File: src/rtl/if_stage_pkg.sv
// ============================================================================
// Module   : if_stage_pkg
// Brief    : Shared constants and the fetch-FSM state type for the IF stage.
// Revision : 1.0
// ============================================================================
`default_nettype none

package if_stage_pkg;

  localparam int          InstAddrWidth = 32;
  localparam int          InstWidth     = 32;
  localparam logic        ChipEnable    = 1'b1;
  localparam logic        ChipDisable   = 1'b0;
  localparam logic [31:0] ZeroWord      = 32'h0000_0000;
  localparam logic [31:0] PcStep        = 32'd4;
  localparam logic [31:0] DefaultResetPc = 32'h0000_0000;

  typedef enum logic [1:0] {
    S_RESET = 2'd0,
    S_FETCH = 2'd1,
    S_HOLD  = 2'd2
  } if_state_t;

endpackage

`default_nettype wire

File: src/rtl/if_stage_pc_reg.sv
// ============================================================================
// Module   : pc_reg
// Brief    : Program counter with flush > branch > increment priority.
// Revision : 1.0
// ============================================================================
`default_nettype none

module pc_reg
  import if_stage_pkg::*;
#(
  parameter logic [31:0] RESET_PC = DefaultResetPc
) (
  input  logic        clk,
  input  logic        rst,
  input  logic        flush,
  input  logic [31:0] flush_pc,
  input  logic        branch_flag,
  input  logic [31:0] branch_target,
  input  logic        advance,
  output logic [31:0] pc
);

  logic [31:0] pc_q;
  logic [31:0] pc_d;

  // Redirect targets are forced word-aligned; the ROM only serves whole words.
  always_comb begin
    pc_d = pc_q;
    if (flush) begin
      pc_d = flush_pc & ~32'h3;
    end else if (branch_flag) begin
      pc_d = branch_target & ~32'h3;
    end else if (advance) begin
      pc_d = pc_q + PcStep;
    end
  end

  always_ff @(posedge clk) begin
    if (rst) begin
      pc_q <= RESET_PC;
    end else begin
      pc_q <= pc_d;
    end
  end

  assign pc = pc_q;

endmodule

`default_nettype wire

File: src/rtl/if_stage.sv
// ============================================================================
// Module   : if_stage
// Brief    : Instruction fetch: ROM control, IF/ID register, fetch counter.
// Revision : 1.0
// ============================================================================
`default_nettype none

module if_stage
  import if_stage_pkg::*;
#(
  parameter logic [31:0] RESET_PC = DefaultResetPc
) (
  input  logic        clk,
  input  logic        rst,
  input  logic        flush,
  input  logic [31:0] flush_pc,
  input  logic        branch_flag,
  input  logic [31:0] branch_target,
  output logic        rom_ce,
  output logic [31:0] rom_addr,
  input  logic [31:0] rom_inst,
  output logic        id_valid,
  output logic [31:0] id_pc,
  output logic [31:0] id_inst,
  input  logic        id_ready,
  output logic [31:0] fetch_cnt
);

  if_state_t   state_q, state_d;
  logic        id_valid_q, id_valid_d;
  logic [31:0] id_pc_q, id_pc_d;
  logic [31:0] id_inst_q, id_inst_d;
  logic [31:0] fetch_cnt_q, fetch_cnt_d;
  logic        advance;
  logic        redirect;
  logic [31:0] pc;

  pc_reg #(
    .RESET_PC (RESET_PC)
  ) u_pc_reg (
    .clk           (clk),
    .rst           (rst),
    .flush         (flush),
    .flush_pc      (flush_pc),
    .branch_flag   (branch_flag),
    .branch_target (branch_target),
    .advance       (advance),
    .pc            (pc)
  );

  assign redirect = flush | branch_flag;

  always_comb begin
    state_d     = state_q;
    id_valid_d  = id_valid_q;
    id_pc_d     = id_pc_q;
    id_inst_d   = id_inst_q;
    fetch_cnt_d = fetch_cnt_q;
    advance     = 1'b0;
    // A redirect kills the held instruction even when decode is stalled.
    if (redirect) begin
      id_valid_d = 1'b0;
      state_d    = S_FETCH;
    end else begin
      case (state_q)
        S_RESET: state_d = S_FETCH;
        S_FETCH: begin
          if (!id_valid_q || id_ready) begin
            id_pc_d     = pc;
            id_inst_d   = rom_inst;
            id_valid_d  = 1'b1;
            fetch_cnt_d = fetch_cnt_q + 32'd1;
            advance     = 1'b1;
          end else begin
            state_d = S_HOLD;
          end
        end
        S_HOLD: begin
          if (id_ready) begin
            id_valid_d = 1'b0;
            state_d    = S_FETCH;
          end
        end
        default: state_d = S_RESET;
      endcase
    end
  end

  always_ff @(posedge clk) begin
    if (rst) begin
      state_q     <= S_RESET;
      id_valid_q  <= 1'b0;
      id_pc_q     <= ZeroWord;
      id_inst_q   <= ZeroWord;
      fetch_cnt_q <= ZeroWord;
    end else begin
      state_q     <= state_d;
      id_valid_q  <= id_valid_d;
      id_pc_q     <= id_pc_d;
      id_inst_q   <= id_inst_d;
      fetch_cnt_q <= fetch_cnt_d;
    end
  end

  assign rom_ce    = (state_q == S_FETCH) ? ChipEnable : ChipDisable;
  assign rom_addr  = pc;
  assign id_valid  = id_valid_q;
  assign id_pc     = id_pc_q;
  assign id_inst   = id_inst_q;
  assign fetch_cnt = fetch_cnt_q;

endmodule

`default_nettype wire

File: config.mk
export PLATFORM = sky130hd
export DESIGN_NAME = if_stage
export DESIGN_NICKNAME = d
export VERILOG_FILES = /design/src/rtl/if_stage_pkg.sv /design/src/rtl/if_stage_pc_reg.sv /design/src/rtl/if_stage.sv
export SDC_FILE = /design/constraint.sdc
export NUM_CORES = 1
export LEC_CHECK = 0
export CAP_MARGIN = 20
export CORE_MARGIN = 2
export CORE_UTILIZATION = 48
export CTS_BUF_LIST = sky130_fd_sc_hd__clkbuf_16
export DETAILED_ROUTE_END_ITERATION = 6
export GPL_TIMING_DRIVEN = 0
export PLACE_DENSITY = 0.87
export SLEW_MARGIN = 30
export SYNTH_ARGS = -nofsm -noshare
export SYNTH_HDL_FRONTEND = slang
export SYNTH_SLANG_ARGS = --single-unit
File: constraint.sdc
create_clock -name clk -period 4.55 [get_ports clk]
set_input_delay 1.1375 -clock clk [delete_from_list [all_inputs] [get_ports clk]]
set_output_delay 1.1375 -clock clk [all_outputs]
set_load 0.01 [all_outputs]
==> flow_summary_export.csv, run 1 <==
group,metric,value,unit
timing,rsz0062_at_grt,"no",
critical_path,crit_path_end_kind,"register",
power,p_leak,0.003053,uW
critical_path,rr_worst_depth,6,
synthesis,synthArstFlopShare,0,%
global_route,grt_overflow,0,
die,die_area,0.01330,mm^2
synthesis,yosysWarningCount,0,
global_route,grt_pass1_wl,31.84,mm
die,ios,231,
power,finalPower,2760,uW
clocking,tritoncts,"done",
critical_path,cp_max_fo,10,
critical_path,start_kind,"input port",
cells_and_area,multiInputGateArea,0.003119,mm^2
clocking,insertion_delay,0.42,ns
routing,post-route-drc-count,0,
clocking,cts-root-buf,"clkbuf_16",
routing,dr.first_iter.drc_count,639,
routing,drt-vias-per-instance,5.654,
timing,drv_slew,0,
placed_design,post-dp-hpwl,14.99,mm
job,maxCapViolations,0,
cells_and_area,antenna_cells,0,
clocking,clkSinkCount,127,
timing,tightest_slew,1.065,ns
timing,min_period,3.484,ns
synthesis,synth_edf_count,0,
synthesis,synth_flop_cell,"dfxtp_1",
outcome,outcome,"finished, final reports clean",
global_route,track_usage,31.01,%
timing,setup_viol,0,
cells_and_area,stdcell_count,1178,
routing,drtPass1Iterations,6,
timing,skew,0.008085,ns
cells_and_area,layout.nets,1101,
synthesis,ys_seq_area_share,42.75,%
global_route,grt_max_degree,17,
clocking,cts_resized,0,
hold_path,min_path_type,"reg -> reg",
synthesis,synth-seq-cells,127,
timing,hold_viol,0,
synthesis,synth.area.top_cells,"dfxtp_1 43%, nand2_1 10%, a21oi_1 7.7%",
critical_path,crit_arrival,3.82,ns
routing,vias,6660,
clocking,clk_pin_slew,0.06,ns
synthesis,yosysUniqueCellTypes,60,
synthesis,syn_inst,756,
placed_design,port_buffers,220,
routing,wire_per_inst,17.74,um
die,rows,40,
die,fp.dieH,115.3,um
cells_and_area,num-fill-cells,979,
power,ir_drop,234.3,uV
critical_path,cp.required,4.89,ns
placed_design,gp_congestion,0.9655,
placed_design,dpl.cell_count,1147,
routing,ant_nets,0,
clocking,htree_levels,4,
die,core_area,0.01206,mm^2
synthesis,netlist.area_leader.share,42.75,%
timing,fin_setup_tns,0,ns
timing,timing.slew.headroom,28.35,%
timing,fmax,287.0,MHz
timing,min_period_over_period,76.57,%
clocking,cts_setup_buffers,0,
cells_and_area,seq_area,0.002542,mm^2
clocking,cts_buffers,17,
routing,finalWirelength,20.90,mm
critical_path,critPathKind,"in -> reg",
power,power.density,310.5,mW/mm^2
die,initial_core_util,49.30,%
global_route,grt_antenna_before_repair,0,
hold_path,whs_path_depth,2,
synthesis,yosysMostFrequentCell,"nand2_1",
clocking,holdBufCountCts,0,
synthesis,ys_top_cells_by_count,"162 x nand2_1, 127 x dfxtp_1, 91 x a21oi_1",
cells_and_area,syn_to_final_growth,49.46,%
clocking,cts_buffer_depth,2,
global_route,grt_pass1_vias,6203,
synthesis,avgSynthCellArea,7.866,um^2
cells_and_area,drive_gt1_share,4.158,%
synthesis,yosysTopAreaCell,"dfxtp_1",
synthesis,syn_area,0.005947,mm^2
die,die_x,115.3,um
through the flow:
| stage | util, % | hold WS, ns | setup slack, ns | cell area (um^2) |
|---|---|---|---|---|
| CTS | 73.69 | 0.4542 | 1.071 | 8889 |
| floorplan | - | 0.4805 | 1.584 | 5958 |
| detailed placement | 69.45 | 0.4480 | 0.6610 | 8377 |
| finish | 73.69 | 0.4508 | 1.066 | 8889 |
| global route | 73.69 | 0.4721 | 0.8839 | 8889 |
| global placement | 69.40 | 0.4409 | 0.6892 | 8371 |
critical path: stages:
cell             delay, ns
clkdlybuf4s50_1       0.48
or2_0                 0.24
buf_2                 0.18
nor3_1                0.49
clkbuf_1              0.60
buf_1                 0.42
nand2_1               0.10
a21oi_1               0.16
cells in the final DEF, fill, tap and decap left out, types with 3 or more instances in the layout:
master and instances:
o221ai_1 6, a31oi_1 3, and4_1 6, and2_1 3
nand4_1 18, nor3_1 18, mux2i_1 9, inv_1 17
nand2_1 162, nor2b_1 4, o21a_1 5, buf_4 4
clkdlybuf4s50_1 220, xnor2_1 27, nor4_1 11, clkbuf_1 45
nor2_1 51, clkbuf_16 17, xor2_1 8, a221oi_1 3
conb_1 4, clkinv_1 7, dfxtp_1 127, clkinv_2 3
a211oi_1 8, o21ai_0 18, a31o_2 4, a222oi_1 4
o22ai_1 4, or3_1 7, a21oi_1 91, nand2b_1 5
o211ai_1 3, buf_1 4, and3_1 8, nand3_1 26
a22oi_1 8, nor4_4 3
metal layers:
layer	routed length, um	GRT usage, %	vias to the layer above
met2	9726	50.84	397
met4	781	14.06	0
met3	2335	10.28	76
met5	0	0	-
met1	8054	36.89	3040
li1	-	-	3147
final cells by class:
type	instances	area share (%)
clock inverter	14	0.9713
clock buffer	17	4.786
sequential	127	28.60
inverter	15	0.6334
tap	168	2.365
multi-input combinational	560	35.09
buffer	57	2.773
timing repair buffer	220	24.77
path summary, 6_finish.rpt:
path                               start                      endpoint  slack, ns
min             id_inst[30]$_SDFFE_PP0P_      id_inst[30]$_SDFFE_PP0P_       0.45
max reg2reg  u_pc_reg.pc[3]$_SDFFE_PP0P_  u_pc_reg.pc[30]$_SDFFE_PP0P_       1.67
min reg2reg     id_inst[30]$_SDFFE_PP0P_      id_inst[30]$_SDFFE_PP0P_       0.45
max                          branch_flag        id_pc[24]$_SDFFE_PP0P_       1.07
power by group:
| part | total [uW] | internal, uW | switching (uW) |
|---|---|---|---|
| clock network | 1200 | 724 | 479 |
| registers | 1190 | 1150 | 45.9 |
| logic | 364 | 190 | 173 |
cells by family (layout without fill, tap and decap cells):
kind of cell,Yosys count,in the layout,share of synthesized area (%)
other,1,4,0.06306
AOI/OAI and AO/OA,177,177,18.43
DFF,127,127,42.75
buffers and inverters,72,323,5.091
and+or+nand+nor,333,333,26.57
xor gates and xnor gates,35,35,5.155
adders and majority gates,2,2,0.4207
muxes,9,9,1.515
No activity file was read; power rests on OpenSTA's default activity.
==> inputs of run 2 (changes only) <==
--- a/config.mk
+++ b/config.mk
@@ -7,11 +7,11 @@
 export LEC_CHECK = 0
 export CAP_MARGIN = 20
 export CORE_MARGIN = 2
-export CORE_UTILIZATION = 48
+export CORE_UTILIZATION = 40
 export CTS_BUF_LIST = sky130_fd_sc_hd__clkbuf_16
 export DETAILED_ROUTE_END_ITERATION = 6
 export GPL_TIMING_DRIVEN = 0
-export PLACE_DENSITY = 0.87
+export PLACE_DENSITY = 0.77
 export SLEW_MARGIN = 30
 export SYNTH_ARGS = -nofsm -noshare
 export SYNTH_HDL_FRONTEND = slang
==> constraint.sdc (replaced) <==
create_clock -name clk -period 2.8 [get_ports clk]
set_input_delay 0.7 -clock clk [delete_from_list [all_inputs] [get_ports clk]]
set_output_delay 0.7 -clock clk [all_outputs]
set_load 0.01 [all_outputs]
==> run 2 against run 1 <==
- sequential power rose by 63%
- critical path depth rose by 1
- register-to-register slack got worse by 1.5 ns
- clock skew fell by 0.0024 ns
- clock-buffer cell count did not move
- worst setup slack got worse by 0.96 ns
- flip-flop and latch count did not move
- combinational power rose by 61%
- design area rose by 2.5%
- core utilization fell by 11 points
- cell count rose by 1.4%
- die area rose by 19%
- critical path type unchanged
- highest routed layer unchanged
==> flow_summary_export.csv, run 2 (same netlist as run 1, synthesis figures left out) <==
group,metric,value,unit
cells_and_area,layout_common_cells,"220 x clkdlybuf4s50_1, 162 x nand2_1, 127 x dfxtp_1",
die,rows,44,
timing,setup_viol,0,
clocking,insertion_delay,0.42,ns
critical_path,critPathMostFrequentCell,"buf_2",
critical_path,slowest_stage,"or4_1",
die,initial_core_util,40.92,%
cells_and_area,antenna_cells,0,
hold_path,min-delay-start,"id_inst[12]$_SDFFE_PP0P_",
clocking,tritoncts,"done",
cells_and_area,num-fill-cells,1271,
timing,hold_viol,0,
power,ir_drop,375.4,uV
critical_path,crit_chain,"clkdlybuf4s50_1 -> or2_0 -> buf_2 -> or4_1 -> buf_2 -> buf_6 -> nor4_4 -> xnor2_1 -> nor2_1",
cells_and_area,syn_to_final_growth,53.15,%
clocking,clk_pin_slew,0.06,ns
critical_path,crit_path_end_kind,"register",
timing,drv_slew,0,
routing,dr.first_iter.drc_count,515,
die,ios,231,
critical_path,r2r-end,"u_pc_reg.pc[23]$_SDFFE_PP0P_",
cells_and_area,multiInputGateArea,0.003148,mm^2
placed_design,post-place-ws,-0.7229,ns
critical_path,path_delay_family,"simple AND/OR/NAND/NOR gates",
critical_path,critPathKind,"in -> reg",
timing,timing.slew.headroom,46.85,%
global_route,grt_antenna_before_repair,0,
power,p_leak,0.003133,uW
placed_design,port_buffers,220,
global_route,grt_overflow,0,
clocking,holdBufCountCts,0,
global_route,grt_pass1_vias,6151,
die,die_area,0.01586,mm^2
routing,ant_nets,0,
clocking,htree_levels,4,
timing,rsz0062_at_grt,"no",
critical_path,r2r_start,"u_pc_reg.pc[9]$_SDFFE_PP0P_",
clocking,cts_buffers,17,
placed_design,post-dp-hpwl,15.17,mm
cells_and_area,drive_gt1_share,6.429,%
cells_and_area,layout.nets,1101,
critical_path,rr_worst_depth,5,
clocking,cts_buffer_depth,2,
routing,vias,6578,
cells_and_area,final_common_cell,"clkdlybuf4s50_1",
critical_path,max_stage_delay,0.51,ns
timing,min_period_over_period,96.07,%
critical_path,cp_max_fo,10,
critical_path,ff2ff_setup_slack,0.15,ns
timing,min_period,2.690,ns
routing,drtPass1Iterations,5,
hold_path,min_path_type,"reg -> reg",
clocking,cts-root-buf,"clkbuf_16",
power,power.density,552.0,mW/mm^2
critical_path,start_kind,"input port",
die,fp.dieH,125.9,um
routing,post-route-drc-count,0,
placed_design,gp_congestion,0.9527,
routing,drt-vias-per-instance,5.505,
die,die_x,125.9,um
job,maxCapViolations,0,
critical_path,cp.required,3.09,ns
timing,tightest_slew,0.7907,ns
cells_and_area,utilization,62.66,%
clocking,clkSinkCount,127,
timing,fmax,371.8,MHz
hold_path,whs_path_depth,2,
die,core_area,0.01453,mm^2
critical_path,crit_arrival,2.98,ns
global_route,grt_pass1_wl,32.53,mm
cells_and_area,seq_area,0.002542,mm^2
global_route,track_usage,25.90,%
timing,skew,0.005687,ns
routing,finalWirelength,21.06,mm
timing,fin_ws,0.1101,ns
routing,wire_per_inst,17.63,um
outcome,outcome,"finished, final reports clean",
critical_path,critPathBufInv,4,
global_route,grt_max_degree,17,
hold_path,hold_path_end,"id_inst[12]$_SDFFE_PP0P_",
-- run 2: changes by cell type in the layout (fill, tap and decap cells not counted), sizes merged --
cell	previous run	this run
bufinv	1	6
clkinvlp	1	4
inv	17	14
clkinv	10	6
clkbuf	62	64
buf	12	10
-- run 2: per-layer routing --
metal | track usage (%) | share of wire, %
met1 | 32.24 | 40
met2 | 41.05 | 46
met3 | 9.006 | 11
met4 | 10.60 | 2.7
met5 | 0 | 0
-- run 2: stage by stage --
stage          cells  total power [uW]  area, um^2  TNS, ns  hold WS, ns
2_1_floorplan    759              2205        5958        0       0.4805
3_3_place_gp    1163              2551        8391   -48.72       0.4406
3_5_place_dp    1163              2555        8397   -48.20       0.4469
4_1_cts         1195              5059        9072        0       0.4537
5_1_grt         1195              5207        9107        0       0.4714
6_report        1195              5027        9107        0       0.4518
-- run 2: cell type report --
class	count	share of cell area [%]
Timing Repair Buffer	220	24.18
Buffer	57	2.816
Clock buffer	17	4.671
Multi-Input combinational cell	560	34.57
Sequential cell	127	27.92
Inverter	15	0.6594
Clock inverter	15	2.665
Tap cell	184	2.528
-- run 2: report_power, final --
group          internal [uW]  leakage, uW  switching (uW)
Combinational            311      0.00178             277
Sequential              1870      0.00103            74.6
Clock                   1660     0.000316             835
Total                   3840      0.00313            1190
-- run 2: tightest hold or removal path, cell delays in order, from the launching register on --
cell and delay [ns]:
dfxtp_1 0.30, nand2_1 0.05, a21oi_1 0.05
-- run 2: timing repair --
action / in CTS / in global routing
setup buffers: 0 / 0
pin swaps: 0 / 0
resized for setup: 3 / 15
setup endpoints to repair: 53 / 72
-- run 2: how the worst max path moves through the flow --
| stage | start | endpoint | slack [ns] | cells after the start |
|---|---|---|---|---|
| after floorplan | flush | fetch_cnt[30]$_SDFFE_PP0P_ | 0.27 | 7 |
| after global placement | branch_flag | id_pc[25]$_SDFFE_PP0P_ | -0.71 | 8 |
| final | branch_flag | fetch_cnt[23]$_SDFFE_PP0P_ | 0.11 | 9 |
| after detailed placement | branch_flag | id_pc[23]$_SDFFE_PP0P_ | -0.72 | 8 |
| after global routing | branch_flag | id_pc[8]$_SDFFE_PP0P_ | 0.006 | 8 |
| after CTS | branch_flag | fetch_cnt[29]$_SDFFE_PP0P_ | 0.08 | 8 |
==> inputs of run 3 (changes only) <==
--- a/config.mk
+++ b/config.mk
@@ -12,7 +12,7 @@
 export DETAILED_ROUTE_END_ITERATION = 6
 export GPL_TIMING_DRIVEN = 0
 export PLACE_DENSITY = 0.77
-export SLEW_MARGIN = 30
+export SLEW_MARGIN = 40
 export SYNTH_ARGS = -nofsm -noshare
 export SYNTH_HDL_FRONTEND = slang
 export SYNTH_SLANG_ARGS = --single-unit
==> results of run 3 <==
The final DEF is identical to that of run 2; final timing and power are the same.
